<file path="src/rtl/led_pulse_if.sv">
// Event strobes from the core into the LED stretcher and the LED/status
// signals coming back out of it.
interface led_pulse_if #(
    parameter int N = 8
);
    logic [N-1:0] event_in;
    logic         retrig_en;
    logic         drop_clr;
    logic [N-1:0] led_out;
    logic [N-1:0] drop_flag;
    logic         busy;

    modport master (
        output event_in, retrig_en, drop_clr,
        input  led_out, drop_flag, busy
    );

    modport slave (
        input  event_in, retrig_en, drop_clr,
        output led_out, drop_flag, busy
    );
endinterface

</file>
<file path="src/rtl/led_pulse_stretch.sv">
// Stretches single-cycle core events into human-visible LED flashes with a
// guaranteed off-gap, one queued event per channel and sticky drop flags.
module led_pulse_stretch #(
    parameter int N          = 8,
    parameter int PRESCALE   = 100000,
    parameter int HOLD_TICKS = 100,
    parameter int GAP_TICKS  = 50
) (
    input  logic      clk,
    input  logic      rst,
    led_pulse_if.slave bus
);

    localparam int MAX_TICKS = (HOLD_TICKS > GAP_TICKS) ? HOLD_TICKS : GAP_TICKS;
    localparam int CW        = $clog2(MAX_TICKS + 1);
    localparam int PW        = (PRESCALE > 1) ? $clog2(PRESCALE) : 1;

    localparam logic [CW-1:0] HOLD_L   = CW'(HOLD_TICKS);
    localparam logic [CW-1:0] GAP_L    = CW'(GAP_TICKS);
    localparam logic [CW-1:0] ONE      = CW'(1);
    localparam logic [PW-1:0] PRE_LAST = PW'(PRESCALE - 1);

    typedef enum logic [1:0] {
        IDLE = 2'd0,
        HOLD = 2'd1,
        GAP  = 2'd2
    } state_t;

    logic [PW-1:0]         pre_cnt;
    logic                  tick;

    state_t [N-1:0]        state_q, state_d;
    logic [N-1:0][CW-1:0]  cnt_q, cnt_d;
    logic [N-1:0]          pend_q, pend_d;
    logic [N-1:0]          drop_set;
    logic [N-1:0]          drop_q, drop_d;
    logic [N-1:0]          led_q, led_d;
    logic                  busy_q, busy_d;
    logic [N-1:0]          ev;

    assign ev   = bus.event_in;
    assign tick = (pre_cnt == PRE_LAST);

    // Shared time base: one tick every PRESCALE cycles, restarted by reset.
    always_ff @(posedge clk) begin
        if (rst || tick) begin
            pre_cnt <= '0;
        end else begin
            pre_cnt <= pre_cnt + PW'(1);
        end
    end

    always_comb begin
        state_d  = state_q;
        cnt_d    = cnt_q;
        pend_d   = pend_q;
        drop_set = '0;
        for (int i = 0; i < N; i++) begin
            case (state_q[i])
                IDLE: begin
                    if (ev[i] || pend_q[i]) begin
                        state_d[i] = HOLD;
                        cnt_d[i]   = HOLD_L;
                        pend_d[i]  = 1'b0;
                    end
                end
                HOLD: begin
                    // A retrigger reload wins over an exit tick in the same cycle.
                    if (ev[i] && bus.retrig_en) begin
                        cnt_d[i] = HOLD_L;
                    end else begin
                        if (ev[i]) begin
                            if (pend_q[i]) drop_set[i] = 1'b1;
                            else           pend_d[i]   = 1'b1;
                        end
                        if (tick) begin
                            if (cnt_q[i] > ONE) begin
                                cnt_d[i] = cnt_q[i] - ONE;
                            end else if (GAP_TICKS > 0) begin
                                state_d[i] = GAP;
                                cnt_d[i]   = GAP_L;
                            end else begin
                                state_d[i] = IDLE;
                            end
                        end
                    end
                end
                GAP: begin
                    // At gap exit a same-cycle event is served directly, never dropped.
                    if (tick && cnt_q[i] <= ONE) begin
                        if (pend_q[i] || ev[i]) begin
                            state_d[i] = HOLD;
                            cnt_d[i]   = HOLD_L;
                            pend_d[i]  = 1'b0;
                        end else begin
                            state_d[i] = IDLE;
                        end
                    end else begin
                        if (ev[i]) begin
                            if (pend_q[i]) drop_set[i] = 1'b1;
                            else           pend_d[i]   = 1'b1;
                        end
                        if (tick) begin
                            cnt_d[i] = cnt_q[i] - ONE;
                        end
                    end
                end
                default: begin
                    state_d[i] = IDLE;
                    pend_d[i]  = 1'b0;
                end
            endcase
        end
    end

    always_comb begin
        busy_d = 1'b0;
        led_d  = '0;
        for (int i = 0; i < N; i++) begin
            led_d[i] = (state_d[i] == HOLD);
            busy_d   = busy_d | (state_d[i] != IDLE) | pend_d[i];
        end
        // Set beats clear when a drop and drop_clr coincide.
        drop_d = drop_set | (drop_q & ~{N{bus.drop_clr}});
    end

    always_ff @(posedge clk) begin
        if (rst) begin
            for (int i = 0; i < N; i++) begin
                state_q[i] <= IDLE;
            end
            cnt_q  <= '0;
            pend_q <= '0;
            drop_q <= '0;
            led_q  <= '0;
            busy_q <= 1'b0;
        end else begin
            state_q <= state_d;
            cnt_q   <= cnt_d;
            pend_q  <= pend_d;
            drop_q  <= drop_d;
            led_q   <= led_d;
            busy_q  <= busy_d;
        end
    end

    assign bus.led_out   = led_q;
    assign bus.drop_flag = drop_q;
    assign bus.busy      = busy_q;

endmodule
</file>
<file path="src/flat_wrapper.sv">
// flat-port wrapper written by rule: the top's interface ports become plain ports
module led_pulse_stretch_flat 
#(
    parameter int N          = 8,
    parameter int PRESCALE   = 100000,
    parameter int HOLD_TICKS = 100,
    parameter int GAP_TICKS  = 50
)
  (clk, rst, bus_event_in, bus_retrig_en, bus_drop_clr, bus_led_out, bus_drop_flag, bus_busy);
  led_pulse_if #(.N(N)) bus_i ();
  input  logic clk;
  input  logic rst;
  input wire logic [$bits(bus_i.event_in)-1:0] bus_event_in;
  input wire logic [$bits(bus_i.retrig_en)-1:0] bus_retrig_en;
  input wire logic [$bits(bus_i.drop_clr)-1:0] bus_drop_clr;
  output wire logic [$bits(bus_i.led_out)-1:0] bus_led_out;
  output wire logic [$bits(bus_i.drop_flag)-1:0] bus_drop_flag;
  output wire logic [$bits(bus_i.busy)-1:0] bus_busy;
  assign bus_i.event_in = bus_event_in;
  assign bus_i.retrig_en = bus_retrig_en;
  assign bus_i.drop_clr = bus_drop_clr;
  assign bus_led_out = bus_i.led_out;
  assign bus_drop_flag = bus_i.drop_flag;
  assign bus_busy = bus_i.busy;
  led_pulse_stretch #(.N(N), .PRESCALE(PRESCALE), .HOLD_TICKS(HOLD_TICKS), .GAP_TICKS(GAP_TICKS)) u_core (.clk(clk), .rst(rst), .bus(bus_i));
endmodule
</file>
<file path="config.mk">
export PLATFORM = sky130hd
export DESIGN_NAME = led_pulse_stretch_flat
export DESIGN_NICKNAME = d
export VERILOG_FILES = /design/src/rtl/led_pulse_if.sv /design/src/rtl/led_pulse_stretch.sv /design/src/flat_wrapper.sv
export SDC_FILE = /design/constraint.sdc
export NUM_CORES = 1
export LEC_CHECK = 0
export ABC_AREA = 1
export ABC_CLOCK_PERIOD_IN_PS = 3320
export BUFFER_PORTS_ARGS = -buffer_cell sky130_fd_sc_hd__clkbuf_2
export CORE_ASPECT_RATIO = 1.75
export CORE_UTILIZATION = 35
export CTS_CLUSTER_SIZE = 40
export DETAILED_ROUTE_END_ITERATION = 7
export MAX_ROUTING_LAYER = met4
export PLACE_DENSITY = 0.47
export SLEW_MARGIN = 20
export SYNTH_ARGS = -nofsm -noshare
export SYNTH_HDL_FRONTEND = slang
export SYNTH_SLANG_ARGS = --single-unit
</file>
<file path="constraint.sdc">
create_clock -name clk -period 3.32 [get_ports clk]
set_clock_uncertainty 0.2 [all_clocks]
set_input_delay 0.498 -clock clk [delete_from_list [all_inputs] [get_ports clk]]
set_output_delay 0.498 -clock clk [all_outputs]
set_load 0.1 [all_outputs]
</file>
==> flow_summary_export.csv, run 1 <==
group,metric,value,unit
outcome,status,"complete, no violations",
global_route,grt_pass1_vias,8275,
sta,finalMaxSlewViolations,0,
global_route,grt_util_all_layers,22.2,%
clocking,cts_buffer_depth,2,
sta,finalCritPeriodShare,79.9,%
yosys,synth_top_area_cell,"dfxtp_1",
placed_design,dp_hpwl,18900,um
cells_and_area,antenna_cells,0,
yosys,synth_common_cells,"232 x nand2_1, 176 x inv_1, 140 x nor2_1",
die,die_h,204,um
yosys,yosysWarnings,0,
yosys,ys_seq_area_share,28.0,%
yosys,ys_seq_elements,114,
min_path,min_path_type,"input pin to flip-flop",
die,io_pins,29,
sta,setup_viol,0,
clocking,holdBufCountCts,0,
cells_and_area,nFillCells,2495,
global_route,grt_max_degree,36,
yosys,synth_edf_count,0,
clocking,clock-root-buffer,"clkbuf_16",
cells_and_area,layout-drive-gt1-share,10.2,%
route,detail_route.vias_per_cell,5.13,
pwr,intPower,0.00306,W
route,drt_iter0_drc,401,
die,row_count,73,
pwr,clkPwrFrac,40.5,%
sta,worst_slack,667,ps
worst_setup_path,slowest_stage,"nor2_8",
yosys,avgSynthCellArea,6.65,um2
sta,worst_pin_slew,609,ps
pwr,p_switching,0.00167,W
die,start_util,35.7,%
pwr,pwr-share-comb,26.1,%
pwr,p_per_area,512,nW/um2
global_route,grt_pass1_wl,40300,um
clocking,clkTransAtPathRegs,60,ps
yosys,synth_cell_types,55,
cells_and_area,nNetsFinal,1326,
clocking,clock_sinks,114,
worst_setup_path,critPathArrivalTime,2770,ps
clocking,post_cts_resized,0,
yosys,yosysTopAreaCellShare,28.0,%
sta,holdWs,158,ps
pwr,power.total,0.00473,W
route,drc,0,
clocking,cts_tree,"built",
global_route,overflow,0,
clocking,htree_levels,4,
worst_setup_path,crit_type,"flip-flop to flip-flop",
flow_run,maxCapViolCount,0,
cells_and_area,fin_util,40.4,%
worst_setup_path,crit_top_cell,"nand2_2",
worst_setup_path,end_kind,"flip-flop",
sta,min_period,2650,ps
placed_design,io_buffer_count,28,
sta,rsz0062_at_grt,"no",
sta,relSlewSlack,59.4,%
cells_and_area,areaGrowthSynthToFinish,13.2,%
yosys,yosysMostFrequentCell,"nand2_1",
yosys,syn_nets,1292,
worst_setup_path,startpoint_type,"flip-flop",
route,wl,24600,um
pwr,p_sw_share,35.3,%
route,vias,8075,
route,wl_per_cell,15.7,um
worst_setup_path,path_cells,"ha_1 -> nand2_1 -> nor2_1 -> nand2_2 -> nor2_8 -> nand2_1 -> nand2_2 -> nand2_2 -> nand2_2 -> nand2_2 -> nand2_2 -> nand2_1 -> nor2_1 -> nand3_1 -> nor2_1 -> nor2_1",
die,die_x,117,um
die,die_area,23900,um2
pwr,seqPwrFrac,33.3,%
clocking,cts_buffers,17,
pwr,total_leakage_power,4.21,nW
global_route,grt_antenna_before_repair,0,
sta,finalHoldViolations,0,
route,drt-pass1-iter-count,7,
sta,finalSetupTns,0,ps
clocking,post_cts_buffers,0,
worst_setup_path,required,3440,ps
route,postRouteAntennaNets,0,
worst_setup_path,r2r_setup_slack,670,ps
placed_design,pre_cts_ws,661,ps
yosys,async_flop_share,0,%
yosys,netlist_instances,1227,
die,core_region_area,22800,um2
sta,clock.fmax,377,MHz
pwr,peakVddDrop,0.000332,V
yosys,synth_area,8150,um2
placed_design,routabilityCongestion,0.865,
yosys,synth-main-ff-cell,"dfxtp_1",
yosys,synthTopCellsByArea,"dfxtp_1 28%, nand2_1 11%, ha_1 8.1%",
worst_setup_path,path_max_fanout,26,
clocking,clock_latency,440,ps
worst_setup_path,max_stage_delay,430,ps
-- placed cells by master (no fill, tap or decap), drive strengths merged, types with 21 or more instances in the layout --
cell type / count
inv: 182
clkbuf: 45
o21ai: 98
nand4: 31
a21oi: 100
dfxtp: 114
ha: 53
nand3: 79
nor2: 144
xor2: 24
nand2: 254
nor3: 21
-- path summary, 6_finish.rpt --
kind,from,end,cells past startpoint
max,u_core.pre_cnt[0],u_core.bus.busy,16
min,bus_event_in[4],u_core.bus.drop_flag[4],3
max reg2reg,u_core.pre_cnt[0],u_core.bus.busy,16
min reg2reg,u_core.pre_cnt[0],u_core.pre_cnt[0],1
-- worst max-delay path, delay by kind of cell (launching register included) --
kind | cells | cell delay [ps]
adder cells (fa/ha/maj) | 1 | 200
flip-flops | 1 | 350
AND/OR/NAND/NOR | 15 | 1770
-- power groups by stage --
stage	clock network (W)	logic, W	registers (W)
2_1_floorplan	0	0.000858	0.00165
3_3_place_gp	0	0.00124	0.00160
3_5_place_dp	0	0.00123	0.00160
4_1_cts	0.00196	0.00124	0.00157
5_1_grt	0.00203	0.00139	0.00159
6_report	0.00191	0.00124	0.00158
-- area by class of cell --
cell class	count	area [um2]	area share (%)
Sequential cell	114	2280	24.7
Timing Repair Buffer	38	215	2.33
Multi-Input combinational cell	907	5070	54.9
Tap cell	300	375	4.07
Inverter	183	687	7.44
Clock inverter	14	164	1.78
Clock buffer	18	439	4.76
-- per-layer routing --
layer  global-route usage, %  vias to the layer above  routed length (um)
met3                    4.07                       62                 690
met2                    43.2                      158               13800
met5                       -                        -                   0
met1                    20.0                     3727                9110
li1                        -                     4128                   -
met4                    11.8                        0                1070
-- state kept, by name, summed over array words and instances, names as in the netlist --
name,count
u_core.pend_q,8
u_core.bus.drop_flag,8
u_core.state_q,16
u_core.bus.busy,1
u_core.pre_cnt,17
u_core.cnt_q,56
u_core.bus.led_out,8
-- per-stage QoR --
stage | std cells | cell area (um2)
floorplan | 1227 | 8150
global placement | 1542 | 8630
detailed placement | 1542 | 8630
CTS | 1574 | 9230
global route | 1574 | 9230
finish | 1574 | 9230
-- cells by family (layout without fill, tap and decap cells) --
family / Yosys count / in the layout / share of synthesized area (%)
adders and majority gates: 53 / 53 / 8.13
DFF: 114 / 114 / 28.0
xor gates and xnor gates: 39 / 39 / 4.19
AOI/OAI and AO/OA: 266 / 266 / 19.3
and+or+nand+nor: 549 / 549 / 30.5
buffers and inverters: 206 / 253 / 9.87
Note: power is estimated with default switching activity, not from simulation.
==> run 2: changes to the inputs <==
--- a/config.mk
+++ b/config.mk
@@ -6,14 +6,14 @@
 export NUM_CORES = 1
 export LEC_CHECK = 0
 export ABC_AREA = 1
-export ABC_CLOCK_PERIOD_IN_PS = 3320
+export ABC_CLOCK_PERIOD_IN_PS = 2200
 export BUFFER_PORTS_ARGS = -buffer_cell sky130_fd_sc_hd__clkbuf_2
 export CORE_ASPECT_RATIO = 1.75
 export CORE_UTILIZATION = 35
 export CTS_CLUSTER_SIZE = 40
 export DETAILED_ROUTE_END_ITERATION = 7
 export MAX_ROUTING_LAYER = met4
-export PLACE_DENSITY = 0.47
+export PLACE_DENSITY = 0.49
 export SLEW_MARGIN = 20
 export SYNTH_ARGS = -nofsm -noshare
 export SYNTH_HDL_FRONTEND = slang
==> constraint.sdc (replaced) <==
create_clock -name clk -period 2.2 [get_ports clk]
set_clock_uncertainty 0.2 [all_clocks]
set_input_delay 0.33 -clock clk [delete_from_list [all_inputs] [get_ports clk]]
set_output_delay 0.33 -clock clk [all_outputs]
set_load 0.1 [all_outputs]
==> flow_summary_export.csv, run 2 (synthesis results as in run 1) <==
group,metric,value,unit
outcome,status,"finished with violations",
outcome,violations,"negative setup slack",
cells_and_area,top_regs,"u_core.cnt_q (56), u_core.pre_cnt (17), u_core.state_q (16)",
cells_and_area,layout-drive-gt1-share,25.4,%
cells_and_area,design_area,11000,um2
global_route,grt_pass1_wl,41400,um
die,die_area,23900,um2
cells_and_area,final_cell_mix,"219 x nand2_1, 174 x buf_4, 173 x inv_1, 123 x nor2_1, 110 x dfxtp_1",
min_path,min_path_type,"input pin to flip-flop",
sta,finalCritPeriodShare,103,%
cells_and_area,areaGrowthSynthToFinish,34.6,%
pwr,p_sw_share,34.2,%
global_route,grt_max_degree,72,
global_route,grt_pass1_vias,8697,
route,drc,0,
global_route,overflow,0,
sta,worst_pin_slew,579,ps
route,vias,8794,
clocking,clock-root-buffer,"clkbuf_16",
clocking,cts_buffers,17,
pwr,clkPwrFrac,38.1,%
clocking,cts_tree,"built",
worst_setup_path,required,2310,ps
die,io_pins,29,
sta,min_period,2270,ps
route,postRouteAntennaNets,0,
global_route,grt_antenna_before_repair,0,
sta,finalHoldViolations,0,
placed_design,routabilityCongestion,0.922,
clocking,clock_latency,440,ps
die,die_x,117,um
worst_setup_path,critPathArrivalTime,2380,ps
sta,clock.fmax,441,MHz
die,die_h,204,um
cells_and_area,largest_reg_flops,56,
cells_and_area,fin_util,48.0,%
pwr,total_leakage_power,5.18,nW
sta,worst_slack,-65.2,ps
flow_run,maxCapViolCount,0,
clocking,htree_levels,4,
global_route,grt_util_all_layers,22.7,%
route,drt-pass1-iter-count,6,
clocking,clock_sinks,114,
cells_and_area,largest-register,"u_core.cnt_q",
worst_setup_path,startpoint_type,"flip-flop",
sta,rsz0062_at_grt,"yes",
clocking,clkTransAtPathRegs,60,ps
sta,holdWs,22.1,ps
worst_setup_path,end_kind,"flip-flop",
die,row_count,73,
route,detail_route.vias_per_cell,5.03,
sta,finalSetupTns,-114,ps
pwr,p_per_area,686,nW/um2
sta,relSlewSlack,61.4,%
route,wl_per_cell,14.8,um
clocking,cts_buffer_depth,2,
die,core_region_area,22800,um2
die,start_util,35.7,%
cells_and_area,antenna_cells,0,
sta,finalMaxSlewViolations,0,
placed_design,place_area,9910,um2
cells_and_area,nNetsFinal,1503,
pwr,pwr-share-comb,30.4,%
route,wl,25800,um
route,drt_iter0_drc,355,
pwr,p_switching,0.00258,W
pwr,intPower,0.00495,W
placed_design,io_buffer_count,28,
worst_setup_path,path_max_fanout,10,
pwr,peakVddDrop,0.000513,V
pwr,seqPwrFrac,31.5,%
cells_and_area,layout_commonest_cell,"nand2_1",
worst_setup_path,crit_type,"flip-flop to flip-flop",
placed_design,dp_hpwl,19600,um
sta,setup_viol,5,
==> run 2: cell types whose count changed in the layout (fill, tap and decap cells not counted), sizes merged <==
cell | previous run | this run
buf | 11 | 186
clkbuf | 45 | 47
clkdlybuf4s15 | 0 | 1
clkinv | 9 | 8
clkinvlp | 3 | 1
dlygate4sd3 | 0 | 1
==> run 2: cell type report <==
class                   instances  area (um2)
clock buffers                  20         457
clock inverters                11         136
fillers                      2382       11900
inverters                     183         687
multi-input cells             907        5380
flip-flops and latches        114        2290
well taps                     300         375
repair buffers                215        1650
==> run 2: worst paths after layout <==
| path | from | end | slack [ps] | cells past startpoint |
|---|---|---|---|---|
| worst max register to register | u_core.pre_cnt[0] | u_core.bus.led_out[6] | -70 | 13 |
| worst min register to register | u_core.bus.drop_flag[4] | u_core.bus.drop_flag[4] | 270 | 2 |
| worst min-delay path | bus_event_in[2] | u_core.bus.drop_flag[2] | 20 | 3 |
| worst max-delay path | u_core.pre_cnt[0] | u_core.bus.led_out[6] | -70 | 13 |
==> run 2: power by group through the flow <==
| stage | logic [W] | registers [W] | clock network, W |
|---|---|---|---|
| after floorplan | 0.00129 | 0.00250 | 0 |
| after global placement | 0.00220 | 0.00241 | 0 |
| after detailed placement | 0.00219 | 0.00241 | 0 |
| after CTS | 0.00222 | 0.00237 | 0.00294 |
| after global routing | 0.00254 | 0.00239 | 0.00302 |
| final | 0.00228 | 0.00237 | 0.00287 |
==> run 2: through the flow <==
step                      instances  power [W]  worst slack [ps]
after global routing           1750    0.00795              -205
after CTS                      1735    0.00752             -46.7
after global placement         1701    0.00460              -272
after detailed placement       1701    0.00459              -293
final                          1750    0.00752             -65.2
after floorplan                1227    0.00379               118
==> run 2: worst max-delay path, cell delays in order (launching register included) <==
cell     delay [ps]
dfxtp_2         350
ha_4            160
nand2_4          50
nor2_4          110
nand2_2         100
nor2_8          120
buf_12          140
nand2_2          70
o21ai_0         200
inv_1            60
nand2_1          60
nand2_1          60
buf_4           130
nor3b_1         320
==> run 2: what timing repair did <==
action,4_1_cts,5_1_grt
gates resized for setup,26,79
buffers inserted,2,14
gates cloned,0,1
hold buffers,1,0
setup endpoints to repair,41,74
pin swaps,10,21
hold endpoints to repair,1,0
==> run 2: routing by layer <==
layer / track usage, % / vias to the layer above / part of all wire (%)
met5: - / - / 0
met2: 44.1 / 159 / 56
met3: 3.32 / 73 / 2.5
li1: - / 4487 / -
met4: 13.3 / 0 / 4.7
met1: 20.8 / 4075 / 37
==> run 3: changes to the inputs <==
--- a/config.mk
+++ b/config.mk
@@ -5,13 +5,13 @@
 export SDC_FILE = /design/constraint.sdc
 export NUM_CORES = 1
 export LEC_CHECK = 0
-export ABC_AREA = 1
 export ABC_CLOCK_PERIOD_IN_PS = 2200
 export BUFFER_PORTS_ARGS = -buffer_cell sky130_fd_sc_hd__clkbuf_2
 export CORE_ASPECT_RATIO = 1.75
 export CORE_UTILIZATION = 35
 export CTS_CLUSTER_SIZE = 40
 export DETAILED_ROUTE_END_ITERATION = 7
+export GPL_TIMING_DRIVEN = 1
 export MAX_ROUTING_LAYER = met4
 export PLACE_DENSITY = 0.49
 export SLEW_MARGIN = 20
==> constraint.sdc (replaced) <==
create_clock -name clk -period 2.2 [get_ports clk]
set_clock_uncertainty 0.2 [all_clocks]
set_input_delay 0.11 -clock clk [delete_from_list [all_inputs] [get_ports clk]]
set_output_delay 0.11 -clock clk [all_outputs]
set_load 0.1 [all_outputs]
==> flow_summary_export.csv, run 3 <==
group,metric,value,unit
outcome,status,"finished with violations",
outcome,violations,"design-rule violations, negative setup slack",
placed_design,dp.cells,1477,
die,row_count,69,
global_route,grt_pass1_wl,39300,um
cells_and_area,layout_commonest_cell,"buf_4",
yosys,synth_top_area_cell,"dfxtp_1",
sta,rsz0062_at_grt,"yes",
pwr,total_leakage_power,5.19,nW
sta,finalMaxSlewViolations,0,
die,start_util,36.0,%
pwr,p_per_area,638,nW/um2
yosys,synth_edf_count,0,
yosys,synth-main-ff-cell,"dfxtp_1",
cells_and_area,top_regs,"u_core.cnt_q (56), u_core.pre_cnt (17), u_core.state_q (16)",
yosys,ys_seq_elements,114,
route,wl,24900,um
route,drt-pass1-iter-count,6,
yosys,syn_nets,1022,
route,drc,1,
route,wl_per_cell,16.0,um
worst_setup_path,crit_type,"flip-flop to flip-flop",
yosys,synth_area,7360,um2
yosys,synth_cell_types,71,
sta,min_period,2730,ps
clocking,cts_tree,"built",
cells_and_area,antenna_cells,0,
sta,worst_pin_slew,617,ps
cells_and_area,layout-drive-gt1-share,43.2,%
die,die_area,21600,um2
clocking,clock-root-buffer,"clkbuf_16",
worst_setup_path,path_max_fanout,3,
worst_setup_path,end_kind,"flip-flop",
die,core_region_area,20500,um2
yosys,async_flop_share,0,%
cells_and_area,final_cell_mix,"252 x buf_4, 101 x dfxtp_1, 98 x nor2_1, 82 x nand2_1, 57 x a21oi_1",
clocking,clkTransAtPathRegs,60,ps
die,die_x,112,um
clocking,cts_buffers,17,
placed_design,routabilityCongestion,0.845,
global_route,grt_pass1_vias,8294,
min_path,whs_path_depth,4,
global_route,grt_max_degree,47,
yosys,synth_common_cells,"114 x dfxtp_1, 110 x nor2_1, 102 x nand2_1",
worst_setup_path,critPathArrivalTime,2820,ps
yosys,avgSynthCellArea,7.69,um2
worst_setup_path,startpoint_type,"flip-flop",
cells_and_area,final_cells,1556,
placed_design,dp_hpwl,18300,um
cells_and_area,largest_reg_flops,56,
sta,setup_viol,75,
yosys,yosysMostFrequentCell,"dfxtp_1",
yosys,ys_seq_area_share,31.0,%
pwr,peakVddDrop,0.000358,V
clocking,clock_latency,440,ps
cells_and_area,nNetsFinal,1360,
sta,holdWs,56.4,ps
die,die_h,194,um
cells_and_area,largest-register,"u_core.cnt_q",
clocking,clock_sinks,114,
min_path,min_path_type,"input pin to flip-flop",
flow_run,maxCapViolCount,0,
sta,worst_slack,-528,ps
worst_setup_path,required,2290,ps
global_route,grt_util_all_layers,23.6,%
global_route,grt_antenna_before_repair,0,
placed_design,pre_cts_ws,-524,ps
placed_design,io_buffer_count,28,
clocking,cts_buffer_depth,2,
route,detail_route.vias_per_cell,5.28,
yosys,yosysTopAreaCellShare,31.0,%
route,drt_iter0_drc,319,
yosys,yosysWarnings,0,
sta,finalHoldViolations,0,
yosys,netlist_instances,957,
cells_and_area,nFillCells,1833,
worst_setup_path,rr_worst_depth,9,
route,vias,8217,
global_route,overflow,0,
yosys,synthTopCellsByArea,"dfxtp_1 31%, ha_1 9.0%, a21oi_1 6.3%",
route,postRouteAntennaNets,0,
clocking,htree_levels,4,
placed_design,place_area,9930,um2
cells_and_area,areaGrowthSynthToFinish,62.7,%
sta,finalCritPeriodShare,124,%
die,io_pins,29,
sta,relSlewSlack,58.7,%
cells_and_area,design_area,12000,um2
sta,clock.fmax,367,MHz
[run 3: changes by cell type after synthesis, moves of 22 or more]
cell and delta:
nand2_1 -130, inv_1 -121, nand3_1 -51, o21ai_0 -37, nor2_1 -30, nor2b_1 +22
[run 3: where the power goes]
| part | internal (W) | leakage, nW | switching (W) |
|---|---|---|---|
| Clock | 0.00171 | 0.276 | 0.00113 |
| Sequential | 0.00220 | 0.937 | 0.0000910 |
| Combinational | 0.00115 | 3.98 | 0.00137 |
[run 3: cells by family (layout without fill, tap and decap cells)]
group | Yosys count | after routing | share of synthesized area (%)
buffers and inverters | 74 | 425 | 3.81
adders and majority gates | 53 | 53 | 9.01
xor gates and xnor gates | 33 | 33 | 3.93
DFF | 114 | 114 | 31.0
AOI/OAI and AO/OA | 293 | 293 | 25.4
and+or+nand+nor | 383 | 383 | 25.9
muxes | 7 | 7 | 0.952
[run 3: final cells by class]
cell class | instances | area, um2 | area share, %
clock buffer | 18 | 439 | 3.67
clock inverter | 14 | 155 | 1.30
inverter | 55 | 206 | 1.72
multi-input combinational | 769 | 5810 | 48.6
sequential | 114 | 2300 | 19.2
tap | 248 | 310 | 2.59
timing repair buffer | 338 | 2750 | 23.0
[run 3: worst paths after layout]
| kind | to | slack (ps) | from |
|---|---|---|---|
| setup / recovery | u_core.bus.busy | -530 | u_core.pre_cnt[13] |
| setup reg to reg | u_core.bus.busy | -530 | u_core.pre_cnt[13] |
| hold reg to reg | u_core.bus.drop_flag[2] | 260 | u_core.bus.drop_flag[2] |
| hold / removal | u_core.bus.drop_flag[1] | 60 | bus_drop_clr |
[run 3: layer usage]
metal | global-route usage (%) | vias to the layer above | part of all wire, %
met4 | 9.71 | 0 | 2.8
met1 | 22.0 | 3926 | 38
li1 | - | 4114 | -
met2 | 46.6 | 116 | 57
met3 | 3.72 | 61 | 2.0
met5 | - | - | 0
[run 3: repair_timing]
action,in CTS,in global routing
endpoints found under the setup margin,79,87
buffers inserted,20,31
gates resized for setup,123,144
hold endpoints to repair,35,0
hold buffers,9,0
pin swaps,51,102
[run 3: stage by stage]
step           power [W]  util [%]  setup TNS, ps
2_1_floorplan    0.00355         -          -1560
3_5_place_dp     0.00446      48.5         -14680
5_1_grt          0.00801      58.5         -25990
6_report         0.00764      58.5         -17410
4_1_cts          0.00749      54.9         -15110
3_3_place_gp     0.00446      48.5         -13120
[run 3: worst max-delay path, stage by stage, from the launching register on]
cell and delay (ps):
dfxtp_2 330, or4b_4 570, nor4_4 330, buf_4 170, a41o_1 160, a21oi_2 80
a2111oi_4 180, nand4_1 120, nor4bb_1 280, a41oi_1 130
